==> src/rtl/instr_fetch_pkg.sv <==
// Shared constants and fetch-state encoding for the instruction fetch unit.
// FETCH_TIMEOUT_EN adds the ERR state used by the ack timeout.
package instr_fetch_pkg;

    localparam int INSTR_W = 32;
    localparam int ADDR_W  = 32;

    localparam logic [INSTR_W-1:0] NOOP = 32'hFC00_0000;

`ifdef FETCH_TIMEOUT_EN
    typedef enum logic [2:0] {IDLE, REQ, SKID, DISCARD, ERR} fetch_state_t;
`else
    typedef enum logic [2:0] {IDLE, REQ, SKID, DISCARD} fetch_state_t;
`endif

endpackage

==> src/rtl/fetch_skid.sv <==
// One-entry PC + instruction holding buffer used when decode is stalled.
// Priority is clear over load over drain.
module fetch_skid
    import instr_fetch_pkg::*;
(
    input  logic               clk,
    input  logic               rst_n,
    input  logic               load,
    input  logic               drain,
    input  logic               clear,
    input  logic [ADDR_W-1:0]  load_pc,
    input  logic [INSTR_W-1:0] load_instr,
    output logic               valid,
    output logic [ADDR_W-1:0]  pc,
    output logic [INSTR_W-1:0] instr
);

    always_ff @(posedge clk or negedge rst_n) begin
        if (!rst_n) begin
            valid <= 1'b0;
        end else if (clear) begin
            valid <= 1'b0;
        end else if (load) begin
            valid <= 1'b1;
        end else if (drain) begin
            valid <= 1'b0;
        end
    end

    // Payload is only meaningful while valid is set, so it carries no reset.
    always_ff @(posedge clk) begin
        if (load && !clear) begin
            pc    <= load_pc;
            instr <= load_instr;
        end
    end

endmodule

==> src/rtl/instr_fetch.sv <==
// Instruction fetch unit: single-outstanding request, registered output slot,
// one-entry skid buffer and redirect handling. Optional FETCH_TIMEOUT_EN macro.
module instr_fetch
    import instr_fetch_pkg::*;
#(
    parameter logic [ADDR_W-1:0] RESET_PC       = 32'h0000_0000,
    parameter int                TIMEOUT_CYCLES = 255
) (
    input  logic               clk,
    input  logic               rst_n,
    input  logic               Stall_ID,
    input  logic               Redirect,
    input  logic [ADDR_W-1:0]  Redirect_PC,
    output logic               imem_req,
    output logic [ADDR_W-1:0]  imem_addr,
    input  logic               imem_ack,
    input  logic [INSTR_W-1:0] imem_rdata,
    output logic [ADDR_W-1:0]  PC_IF,
    output logic [INSTR_W-1:0] Instruction_IF,
    output logic               fetch_err
);

    fetch_state_t       state, state_n;
    logic [ADDR_W-1:0]  pc, pc_n;
    logic [ADDR_W-1:0]  disc_addr, disc_addr_n;
    logic               slot_valid, slot_valid_n;
    logic [ADDR_W-1:0]  pc_if_n;
    logic [INSTR_W-1:0] instr_if_n;
    logic               slot_free;
    logic               in_err;

    logic               skid_load, skid_drain, skid_clear;
    logic               skid_valid;
    logic [ADDR_W-1:0]  skid_pc;
    logic [INSTR_W-1:0] skid_instr;

`ifdef FETCH_TIMEOUT_EN
    localparam int CNT_W = $clog2(TIMEOUT_CYCLES + 1);
    logic [CNT_W-1:0] wait_cnt, wait_cnt_n;
    logic             err_n;
    assign in_err = (state == ERR);
`else
    assign in_err    = 1'b0;
    assign fetch_err = 1'b0;
`endif

    fetch_skid u_skid (
        .clk        (clk),
        .rst_n      (rst_n),
        .load       (skid_load),
        .drain      (skid_drain),
        .clear      (skid_clear),
        .load_pc    (pc),
        .load_instr (imem_rdata),
        .valid      (skid_valid),
        .pc         (skid_pc),
        .instr      (skid_instr)
    );

    always_ff @(posedge clk or negedge rst_n) begin
        if (!rst_n) begin
            state          <= IDLE;
            pc             <= RESET_PC;
            disc_addr      <= RESET_PC;
            slot_valid     <= 1'b0;
            PC_IF          <= '0;
            Instruction_IF <= NOOP;
        end else begin
            state          <= state_n;
            pc             <= pc_n;
            disc_addr      <= disc_addr_n;
            slot_valid     <= slot_valid_n;
            PC_IF          <= pc_if_n;
            Instruction_IF <= instr_if_n;
        end
    end

`ifdef FETCH_TIMEOUT_EN
    always_ff @(posedge clk or negedge rst_n) begin
        if (!rst_n) begin
            wait_cnt  <= '0;
            fetch_err <= 1'b0;
        end else begin
            wait_cnt  <= wait_cnt_n;
            fetch_err <= err_n;
        end
    end
`endif

    always_comb begin
        state_n      = state;
        pc_n         = pc;
        disc_addr_n  = disc_addr;
        slot_valid_n = slot_valid;
        pc_if_n      = PC_IF;
        instr_if_n   = Instruction_IF;
        skid_load    = 1'b0;
        skid_drain   = 1'b0;
        skid_clear   = 1'b0;
        imem_req     = (state == REQ) || (state == DISCARD);
        imem_addr    = (state == DISCARD) ? disc_addr : pc;
        slot_free    = !slot_valid || !Stall_ID;

        // Decode takes the presented word on every unstalled edge.
        if (!Stall_ID) begin
            slot_valid_n = 1'b0;
            instr_if_n   = NOOP;
        end

        case (state)
            IDLE: begin
                if (slot_free && !skid_valid) begin
                    state_n = REQ;
                end
            end
            REQ: begin
                if (imem_ack) begin
                    pc_n = pc + 32'd4;
                    if (slot_free) begin
                        slot_valid_n = 1'b1;
                        pc_if_n      = pc;
                        instr_if_n   = imem_rdata;
                    end else begin
                        skid_load = 1'b1;
                        state_n   = SKID;
                    end
                end
            end
            SKID: begin
                if (!Stall_ID) begin
                    slot_valid_n = 1'b1;
                    pc_if_n      = skid_pc;
                    instr_if_n   = skid_instr;
                    skid_drain   = 1'b1;
                    state_n      = IDLE;
                end
            end
            DISCARD: begin
                if (imem_ack) begin
                    state_n = IDLE;
                end
            end
            default: begin
                slot_valid_n = 1'b0;
                instr_if_n   = NOOP;
            end
        endcase

        // Redirect wins over stall and ack; an unanswered request must drain first.
        if (Redirect && !in_err) begin
            pc_n         = Redirect_PC;
            slot_valid_n = 1'b0;
            instr_if_n   = NOOP;
            skid_clear   = 1'b1;
            skid_load    = 1'b0;
            skid_drain   = 1'b0;
            if (state == DISCARD) begin
                state_n = imem_ack ? IDLE : DISCARD;
            end else if (state == REQ && !imem_ack) begin
                state_n     = DISCARD;
                disc_addr_n = pc;
            end else begin
                state_n = REQ;
            end
        end

`ifdef FETCH_TIMEOUT_EN
        err_n      = fetch_err;
        wait_cnt_n = '0;
        if (in_err) begin
            state_n = ERR;
        end else if (imem_req && !imem_ack) begin
            wait_cnt_n = wait_cnt + 1'b1;
            if (wait_cnt == CNT_W'(TIMEOUT_CYCLES - 1)) begin
                state_n      = ERR;
                err_n        = 1'b1;
                slot_valid_n = 1'b0;
                instr_if_n   = NOOP;
                skid_clear   = 1'b1;
                skid_load    = 1'b0;
                skid_drain   = 1'b0;
            end
        end
`endif
    end

endmodule

==> config.mk <==
export PLATFORM = sky130hd
export DESIGN_NAME = instr_fetch
export DESIGN_NICKNAME = d
export VERILOG_FILES = /design/src/rtl/instr_fetch_pkg.sv /design/src/rtl/fetch_skid.sv /design/src/rtl/instr_fetch.sv
export SDC_FILE = /design/constraint.sdc
export NUM_CORES = 1
export LEC_CHECK = 0
export BUFFER_PORTS_ARGS = -buffer_cell sky130_fd_sc_hd__buf_4
export CAP_MARGIN = 20
export CORE_MARGIN = 2
export CORE_UTILIZATION = 49
export CTS_CLUSTER_SIZE = 8
export DETAILED_ROUTE_END_ITERATION = 10
export PLACE_DENSITY_LB_ADDON = 0.2
export SETUP_SLACK_MARGIN = 0.3
export SLEW_MARGIN = 20
export SYNTH_ARGS = -nofsm -noshare
export SYNTH_HDL_FRONTEND = slang
export SYNTH_SLANG_ARGS = --single-unit
==> constraint.sdc <==
create_clock -name clk -period 19.33 [get_ports clk]
set_clock_uncertainty 0.2 [all_clocks]
set_input_delay 0.9665 -clock clk [delete_from_list [all_inputs] [get_ports clk]]
set_output_delay 0.9665 -clock clk [all_outputs]
set_load 0.02 [all_outputs]
==> reports/results.tsv <==
stage	metric	value	unit
power	pwr_density_cell	144	nW/um^2
grt	grt_max_degree	78	
critical_path	cp_common_cell	buf_4	
critical_path	worst_ep_required_time	19.45	ns
clock_tree	post_cts_buffers	0	
grt	antenna_found_initial	0	
synth	synth_fp_nets	815	
synth	ys_seq_elements	196	
sta	slew_violations	0	
grt	grt_pass1_vias	6538	
routing	drt_iter0_markers	532	
clock_tree	ctsResizeCount	0	
routing	routed.top_layer	met4	
critical_path	max_stage_delay	0.99	ns
sta	setup_viol	0	
placement	dpl_cell_area	10100	sq um
power	p_leak	4.25	nW
floorplanning	core_area	17300	sq um
routing	firstDrtPassIters	5	
cells_and_area	nFillCells	1425	
clock_tree	cts_max_level	4	
sta	fin_hold_ws	0.283	ns
synth	synth_area	8670	sq um
placement	place.gp.congestion	0.828	
synth	avgSynthCellArea	11.7	sq um
synth	synth_area_leaders	dfrtp_1 (36%), edfxtp_1 (22%), mux2_2 (7.5%)	
synth	synthCells	739	
cells_and_area	drive_above_1_share	31.6	%
routing	wl_met3	1000	microns
critical_path	critical_path_class	primary input to register	
sta	hold_viol_final	0	
routing	vias_per_cell	5.77	
routing	wl_met1	9240	microns
synth	ys_seq_area_share	60.3	%
min_path	holdCritStartpoint	disc_addr[29]	
job	max_cap_violations	0	
sta	slew_headroom	35.8	%
floorplanning	initial_core_util	50.1	%
cells_and_area	n_antenna_cell	0	
clock_tree	cts.clk_slew.worst_paths	0.07	ns
power	swShare	36.3	%
clock_tree	hold_buffers	0	
placement	dp_hpwl	13800	microns
critical_path	cp_top_family	buffers and inverters	
critical_path	critPathSlowestCell	nor4_2	
sta	fin_tns_setup	0	ns
sta	rsz0062_at_grt	false	
routing	wl_per_cell	19.1	microns
clock_tree	cts_sinks	196	
placement	port-buffer-count	165	
synth	ys_warn_count	0	
power	pwr-share-clk	23.5	%
synth	synth.distinct_cells	49	
clock_tree	cts-root-buf	clkbuf_16	
floorplanning	die_h	137	microns
critical_path	startpoint	Redirect	
placement	place_ws	14.82	ns
power	peakVddDrop	87.3	uV
sta	fin_crit	3.99	ns
clock_tree	cts_buffers	17	
sta	worst-slew-pin-transition	0.963	ns
critical_path	critical_path_buf_inv_count	3	
synth	ys.flop_type	dfrtp_1	
floorplanning	die_w	137	microns
floorplanning	ios	167	
power	combPwrFrac	38.1	%
cells_and_area	area_growth	23.0	%
critical_path	start_kind	primary input	
synth	yosysTopAreaCell	dfrtp_1	
critical_path	crit_chain	buf_4 > inv_1 > nor4_2 > buf_4 > mux2_2	
routing	drc	0	
cells_and_area	final_cell_area	10700	sq um
cells_and_area	layout.cells.non_filler	1112	
cells_and_area	fin_nets	950	
synth	async_flop_share	67.3	%
critical_path	rr_startpoint	state[1]	
power	switching_power	0.557	mW
routing	vias	6421	
placement	dp.cells	1080	
routing	dr_wl_met2	10500	microns
synth	yosys-top-cells-count	dfrtp_1 (126), a21oi_1 (77), edfxtp_1 (64)	
power	seqPwrFrac	38.4	%
power	intPower	0.979	mW
min_path	hold_path_class	register to register	
grt	gr-total-overflow	0	
sta	finalWorstSetupSlack	15.34	ns
floorplanning	die_area	18800	sq um
critical_path	cp-end-kind	register	
synth	synth-edff-count	64	
critical_path	worstPathMaxFanout	77	
critical_path	r2r_slack	16.17	ns
clock_tree	clock_latency	0.44	ns
sta	max_freq	251	MHz
sta	finalCritPeriodShare	20.7	%
run_status	status	finished clean	
clock_tree	clk_path_buf_depth	2	
synth	synth_top_area_share	36.4	%
grt	grt_usage	23.6	%
clock_tree	cts_tree	done	
routing	ant_nets	0	
routing	wl	21200	microns
synth	synth_most_common_cell	dfrtp_1	
critical_path	arrival	4.11	ns
floorplanning	row_count	48	
grt	grt_pass1_wl	34100	microns
[sequential cells by signal (all words and copies together), names as in the netlist]
signal / cells
Instruction_IF: 32
state: 2
u_skid.instr: 32
PC_IF: 32
u_skid.valid: 1
u_skid.pc: 32
disc_addr: 32
pc: 32
slot_valid: 1
[power groups by stage]
stage	combinational, mW	clock, mW	sequential, mW
finish	0.586	0.361	0.589
floorplan	0.322	0	0.637
CTS	0.589	0.366	0.589
global route	0.637	0.384	0.602
global placement	0.570	0	0.591
detailed placement	0.585	0	0.596
[final timing paths]
path	cells after the start	endpoint
min reg2reg	1	disc_addr[29]
max reg2reg	6	disc_addr[17]
max in group asynchronous	2	disc_addr[9]
min	1	disc_addr[29]
max	5	disc_addr[17]
min in group asynchronous	1	PC_IF[18]
[per-layer routing]
metal  GRT usage (%)  vias to the layer above
met4            8.76                        0
met1            32.0                     3191
met5               0                        -
met2            38.1                      204
li1                -                     2989
met3            4.19                       37
[kinds of logic (layout without fill, tap and decap cells)]
logic type	after synthesis	count (layout)	synth area share (%)
flip-flops	196	196	60.3
AND/OR/NAND/NOR	192	192	11.1
AO/OA/AOI/OAI	169	169	11.4
multiplexers	95	95	11.8
buffers and inverters	67	215	3.04
XOR/XNOR	12	12	1.21
adder cells (fa/ha/maj)	7	7	1.01
other	1	1	0.0432
[cell usage in the layout, fill, tap and decap left out, types with 2 or more instances in the layout]
cell and instances:
or2_2 4, clkbuf_16 19, ha_2 2, a31oi_1 15, nor4_1 9, nand4_1 9
nor3_1 5, clkinvlp_4 2, or3_1 2, o31ai_1 9, edfxtp_1 64, nand2_1 38
dfstp_2 6, mux2_1 3, and4_1 2, nor2b_1 8, and2_1 3, o41ai_1 2
xnor2_1 10, o211ai_1 3, o21ai_0 29, mux2i_1 34, dfrtp_1 126, inv_1 11
nand3_1 39, a22oi_1 27, bufinv_16 2, a21oi_1 77, nand4bb_1 2, or4_1 10
clkinv_4 2, ha_1 5, and3_1 3, xor2_1 2, buf_4 171, mux2_2 58
clkinv_2 4, nor2_1 49
[metrics by stage]
stage	utilization (%)	power, mW
5_1_grt	61.7	1.62
2_1_floorplan	-	0.959
3_3_place_gp	58.1	1.16
6_report	61.7	1.54
3_5_place_dp	58.1	1.18
4_1_cts	61.6	1.54
[final cells by class]
| class | instances | area, sq um | area share (%) |
|---|---|---|---|
| flip-flops and latches | 196 | 5230 | 49.0 |
| multi-input cells | 476 | 3210 | 30.1 |
| repair buffers | 172 | 1290 | 12.1 |
| clock buffers | 20 | 479 | 4.49 |
| well taps | 225 | 282 | 2.64 |
| clock inverters | 12 | 125 | 1.17 |
| inverters | 11 | 41.3 | 0.387 |
No activity file was read; power rests on OpenSTA's default activity.
